==> src/rtl/icache_responder.sv <==
// -----------------------------------------------------------------------------
// icache_responder
//   Direct-mapped instruction cache with one-word blocks. It answers the
//   datapath fetch port (imemREN/imemaddr -> ihit/imemload) and fills misses
//   from the memory controller instruction port (iREN/iaddr -> iwait/iload).
//   It also keeps hit and miss counters for performance tests.
//
// Ports
//   CLK, nRST            clock; synchronous active-low reset
//   imemREN, imemaddr    fetch request and byte address ([1:0] ignored)
//   ihit, imemload       zero-cycle hit flag and instruction word
//   inv                  one-cycle pulse that invalidates every frame
//   iREN, iaddr          fill request and word-aligned fill address
//   iwait, iload         memory busy flag and fill data
//   hit_cnt, miss_cnt    cycles with ihit==1 / misses accepted
//   dbg_state            current FSM state (0 = IDLE, 1 = FETCH)
//
// Handshake: in FETCH, iREN is held high with iaddr stable. The fill word is
// taken in the first cycle where iwait==0, and the FSM returns to IDLE at
// that edge. On the datapath side, ihit==1 means imemload is valid for
// imemaddr in this same cycle. There is no backpressure beyond the datapath
// re-presenting its request.
// -----------------------------------------------------------------------------
module icache_responder #(
  parameter int FRAMES = 16,
  parameter int CNT_W  = 32
) (
  input  logic             CLK,
  input  logic             nRST,
  input  logic             imemREN,
  input  logic [31:0]      imemaddr,
  output logic             ihit,
  output logic [31:0]      imemload,
  input  logic             inv,
  output logic             iREN,
  output logic [31:0]      iaddr,
  input  logic             iwait,
  input  logic [31:0]      iload,
  output logic [CNT_W-1:0] hit_cnt,
  output logic [CNT_W-1:0] miss_cnt,
  output logic             dbg_state
);

  localparam int IDX_W = $clog2(FRAMES);
  localparam int TAG_W = 30 - IDX_W;

  typedef enum logic {
    IDLE  = 1'b0,
    FETCH = 1'b1
  } state_e;

  state_e state_q, state_d;

  logic [FRAMES-1:0] valid_q;
  logic [TAG_W-1:0]  tag_q  [FRAMES];
  logic [31:0]       data_q [FRAMES];

  // The fill address is kept as a word address; the byte offset is always 0.
  logic [29:0] miss_word_q, miss_word_d;

  logic [CNT_W-1:0] hit_cnt_q, miss_cnt_q;

  logic [IDX_W-1:0] req_idx, fill_idx;
  logic [TAG_W-1:0] req_tag, fill_tag;
  logic             lookup_hit;
  logic             fill_we;
  logic             miss_take;

  // The byte offset of a fetch address plays no part in the lookup.
  logic unused_offset;
  assign unused_offset = ^imemaddr[1:0];

  assign req_idx  = imemaddr[IDX_W+1:2];
  assign req_tag  = imemaddr[31:IDX_W+2];
  assign fill_idx = miss_word_q[IDX_W-1:0];
  assign fill_tag = miss_word_q[29:IDX_W];

  assign lookup_hit = valid_q[req_idx] && (tag_q[req_idx] == req_tag);

  // Next-state and output logic.
  always_comb begin
    state_d     = state_q;
    miss_word_d = miss_word_q;
    ihit        = 1'b0;
    imemload    = 32'h0;
    iREN        = 1'b0;
    iaddr       = 32'h0;
    fill_we     = 1'b0;
    miss_take   = 1'b0;

    unique case (state_q)
      IDLE: begin
        // inv suppresses both the hit and a new miss in the same cycle.
        if (imemREN && !inv) begin
          if (lookup_hit) begin
            ihit     = 1'b1;
            imemload = data_q[req_idx];
          end else begin
            miss_take   = 1'b1;
            miss_word_d = imemaddr[31:2];
            state_d     = FETCH;
          end
        end
      end
      FETCH: begin
        iREN  = 1'b1;
        iaddr = {miss_word_q, 2'b00};
        // inv wins over a fill completing in the same cycle.
        if (inv) begin
          state_d = IDLE;
        end else if (!iwait) begin
          fill_we = 1'b1;
          state_d = IDLE;
        end
      end
      default: state_d = IDLE;
    endcase
  end

  // FSM, fill address, valid bits and counters.
  always_ff @(posedge CLK) begin
    if (!nRST) begin
      state_q     <= IDLE;
      miss_word_q <= '0;
      valid_q     <= '0;
      hit_cnt_q   <= '0;
      miss_cnt_q  <= '0;
    end else begin
      state_q     <= state_d;
      miss_word_q <= miss_word_d;
      if (inv) begin
        valid_q <= '0;
      end else if (fill_we) begin
        valid_q[fill_idx] <= 1'b1;
      end
      if (ihit) begin
        hit_cnt_q <= hit_cnt_q + 1'b1;
      end
      if (miss_take) begin
        miss_cnt_q <= miss_cnt_q + 1'b1;
      end
    end
  end

  // Tag and data arrays carry no reset; valid_q guards them.
  always_ff @(posedge CLK) begin
    if (fill_we && nRST && !inv) begin
      tag_q[fill_idx]  <= fill_tag;
      data_q[fill_idx] <= iload;
    end
  end

  assign hit_cnt   = hit_cnt_q;
  assign miss_cnt  = miss_cnt_q;
  assign dbg_state = state_q;

endmodule
==> config.mk <==
export PLATFORM = sky130hd
export DESIGN_NAME = icache_responder
export DESIGN_NICKNAME = d
export VERILOG_FILES = /design/src/rtl/icache_responder.sv
export SDC_FILE = /design/constraint.sdc
export NUM_CORES = 1
export LEC_CHECK = 0
export ABC_AREA = 0
export BUFFER_PORTS_ARGS = -buffer_cell sky130_fd_sc_hd__buf_4
export CORE_MARGIN = 4
export CORE_UTILIZATION = 60
export CTS_CLUSTER_SIZE = 8
export DETAILED_ROUTE_END_ITERATION = 16
export PLACE_DENSITY_LB_ADDON = 0.1
export RECOVER_POWER = 100
export SYNTH_ARGS = -nofsm -noshare
export SYNTH_HDL_FRONTEND = slang
export SYNTH_SLANG_ARGS = --single-unit
==> constraint.sdc <==
create_clock -name CLK -period 7.52 [get_ports CLK]
set_input_delay 1.128 -clock CLK [delete_from_list [all_inputs] [get_ports CLK]]
set_output_delay 1.128 -clock CLK [all_outputs]
set_load 0.005 [all_outputs]
==> results.yml <==
power:
  p_sw_mw: 2.60
  vdd.ir_drop.worst_mv: 0.225
  leakage_power_nw: 15.4
  share_clk_of_total_power_pct: 46.7
  seq_pwr_share_pct: 49.4
  power_density_nw_per_um2: 267
  internal-power_mw: 10.2
  sw_frac_of_total_pct: 20.3
  power.combinational.fraction_pct: 3.9
sta:
  max_slew_margin_pct: -181
  skew_ps: 29.6
  setup_tns_ps: 0
  timing.final.hold_violations: 0
  unrepaired_setup_endpoints_after_global_routing: "false"
  timing.final.setup_violations: 0
  postLayoutSetupSlackWorst_ps: 693
  min_period_ps: 6830
  min_period_over_period_pct: 90.8
  clock.fmax_ghz: 0.146
  hold-worst-slack_ps: 444
  timing_worst_slew_pin_value_ps: 4210
  maxSlewViolCount: 980
global_route:
  grt_remaining_overflow: 0
  grt_pass1_vias: 22643
  antenna_found_initial: 6
  grt_pass1_wl_um: 145000
  grt_start_max_net_pins: 104
  grt_use_total_pct: 26.6
clocking:
  root_buffer: "clkbuf_16"
  clk_path_buf_depth: 3
  clock_tree_from_tritoncts: "yes"
  cts_sinks: 1039
  cts_inserted_buffers: 147
  cts-htree-levels: 4
  cts_hold_buffers: 0
  post_cts_resized: 0
  cts.repair_timing.setup_buffer_count: 0
  cts.clk_slew.worst_paths_ps: 50
  clk-insertion-delay-late_ps: 710
logic_synthesis:
  adder_cell_share_of_the_synthesized_area_pct: 0.0600
  post_synth_mux_area_share_pct: 16.5
  async_flop_share_pct: 0
  syn-mean-instance-area_um2: 18.7
  post_synth_num_cell_types: 71
  synthesis.area_um2: 41700
  synth_top_area_share_pct: 66.9
  synth_cells: 2225
  synth_top_family_by_area: "multiplexers"
  yosysMostFrequentCell: "edfxtp_1"
  synth_compound_area_share_pct: 2.94
  count_of_yosys_warnings_during_synthesis: 0
  post_synth_xor_area_fraction_pct: 0.441
  yosysSeqAreaShare_pct: 72.2
  list_of_most_frequent_post_synthesis_cells: "edfxtp_1, mux4_2, nand2_1, mux2i_1, dfxtp_1"
  simple_gate_share_of_the_synthesized_area_pct: 6.08
  synth_enable_flop_cells: 928
  synthTopCellsByArea: "edfxtp_1, mux4_2, dfxtp_1"
  synth_top_cell_by_area: "edfxtp_1"
  postSynthRegisterBits: 1039
  synth-main-ff-cell: "edfxtp_1"
critical_path:
  worstSetupEndpointType: "register"
  timing.rr.start: "dbg_state"
  crit_path_max_incr_delay_ps: 1880
  worst-r2r-setup-slack_ps: 2240
  path_common_cell: "clkbuf_1"
  timing.critical_path.slowest_stage_cell: "clkbuf_1"
  reg2regPathDepth: 6
  worstPathArrival_ps: 7160
  worstReg2RegEnd: "tag_q[10][23]"
  timing.critical_path.cells: "clkbuf_1 -> clkinv_1 -> nor4b_1 -> nor2b_1 -> nand2_1 -> nor2_1 -> clkbuf_1 -> buf_4"
  worstSetupPathType: "input port to register"
  cp_num_buf_inv: 4
  critical_path.top_delay_family: "buffers and inverters"
  cp-start-kind: "input port"
  timing.critical_path.required_ps: 7850
  timing.critical_path.fanout_max: 35
layout:
  final.fill_count: 4389
  synthToLayoutAreaGrowth_pct: 15.2
  layout.cell_area.non_filler_um2: 48000
  drive_above_1_share_pct: 23.4
  finalNetCount: 2552
drt:
  drt-total-wl_um: 97200
  detailedRoute.firstIterationViolations: 2297
  drtAntennaViolNets: 0
  route.detailed.drc: 0
  mean_number_of_vias_per_cell: 6.39
  drt_first_pass_iters: 6
  vias: 22401
  routed_wire_length_per_instance_um: 27.7
floorplan:
  io_pins: 200
  fp.dieArea_um2: 73700
  row_count: 96
  core_area_um2: 68700
  initial_core_util_pct: 60.7
  die_width_um: 272
  die-height_um: 272
placement:
  port_bufs: 195
  gpl.final_weighted_congestion: 0.852
  post_dp_cell_area_um2: 44100
  post_dp_hpwl_um: 51700
  pre_cts_slack_ps: 1130
worst_hold_path:
  min-delay-path-class: "register to register"
  hold-path-cell-count: 1
  min_delay_worst_endpoint: "valid_q[7]"
  hold_start: "valid_q[7]"
run:
  max-cap-violations: 30
run_status:
  failing_checks: "max-capacitance violations, max-slew violations"
  result_of_the_run: "complete, but fails checks"
==> worst register-to-register path, cell delays in order (launching register included) <==
cell      delay, ps
dfxtp_1         320
nor4b_1         470
nor2b_1         240
nand2_1         200
nor2_1         1010
clkbuf_1       1890
buf_4           750
==> flip-flops by register name (all words and copies together), names as in the netlist <==
register,cells
miss_word_q,30
hit_cnt,32
dbg_state,1
miss_cnt,32
data_q,512
valid_q,16
tag_q,416
==> layout make-up <==
| type | count | area, um^2 | share of cell area [%] |
|---|---|---|---|
| clock buffer | 232 | 4100 | 8.55 |
| sequential | 1039 | 30100 | 62.7 |
| antenna | 4 | 10.0 | 0.0208 |
| inverter | 13 | 50.0 | 0.104 |
| tap | 931 | 1160 | 2.43 |
| multi-input combinational | 1042 | 10900 | 22.6 |
| timing repair buffer | 238 | 1600 | 3.34 |
| clock inverter | 9 | 128 | 0.266 |
==> per-stage QoR <==
step | util (%) | cells | power, mW
floorplan | - | 2226 | 6.77
global placement | 64.2 | 3263 | 6.94
detailed placement | 64.2 | 3263 | 6.96
CTS | 70.4 | 3504 | 12.9
global route | 69.9 | 3506 | 13.2
finish | 69.9 | 3508 | 12.8
==> layer usage <==
metal | GRT usage (%) | part of all wire, % | vias up
li1 | - | - | 9611
met1 | 37.3 | 40 | 11668
met2 | 43.4 | 50 | 952
met3 | 4.68 | 7.0 | 168
met4 | 9.10 | 2.6 | 2
met5 | 0 | 0.013 | -
==> layout by cell type, fill, tap and decap left out, drive strengths merged, types with 5 or more instances in the layout <==
cell type / instances
o211ai: 5
a22oi: 13
xor2: 7
o21ai: 29
nand2: 127
o311ai: 10
nor3: 12
mux2: 14
a21o: 17
a21oi: 43
clkinv: 7
and2: 35
o41ai: 12
xnor2: 14
nand4: 20
mux2i: 122
clkbuf: 391
and3: 16
a221oi: 5
nor4: 20
dfxtp: 111
o31ai: 18
mux4: 243
edfxtp: 928
nor2b: 49
nor2: 37
nand2b: 32
inv: 15
or3: 26
buf: 79
nor4b: 6
and4: 7
or4: 22
nand3: 34
==> cell families (layout without fill, tap and decap cells) <==
| kind of cell | count (synthesis) | after routing |
|---|---|---|
| xor gates and xnor gates | 21 | 21 |
| and+or+nand+nor | 458 | 458 |
| AOI/OAI and AO/OA | 180 | 180 |
| adders and majority gates | 2 | 2 |
| muxes | 379 | 379 |
| DFF | 1039 | 1039 |
| buffers and inverters | 145 | 492 |
| other | 1 | 6 |
==> how the worst max path moves through the flow <==
| stage | slack (ps) | cells past startpoint | from | endpoint |
|---|---|---|---|---|
| after CTS | 1070 | 12 | imemaddr[2] | imemload[19] |
| after floorplan | 730 | 6 | nRST | data_q[0][0] |
| after global routing | 410 | 8 | nRST | tag_q[10][24] |
| final | 690 | 8 | nRST | tag_q[10][23] |
| after detailed placement | 1130 | 12 | imemaddr[2] | imemload[19] |
| after global placement | 1210 | 12 | imemaddr[2] | imemload[7] |
==> power groups by stage <==
stage,sequential [mW],combinational [mW],clock (mW)
2_1_floorplan,6.43,0.340,0
3_3_place_gp,6.44,0.502,0
3_5_place_dp,6.45,0.512,0
4_1_cts,6.34,0.514,6.08
5_1_grt,6.34,0.535,6.37
6_report,6.34,0.499,5.98
Power figures use the tool's default switching activity.
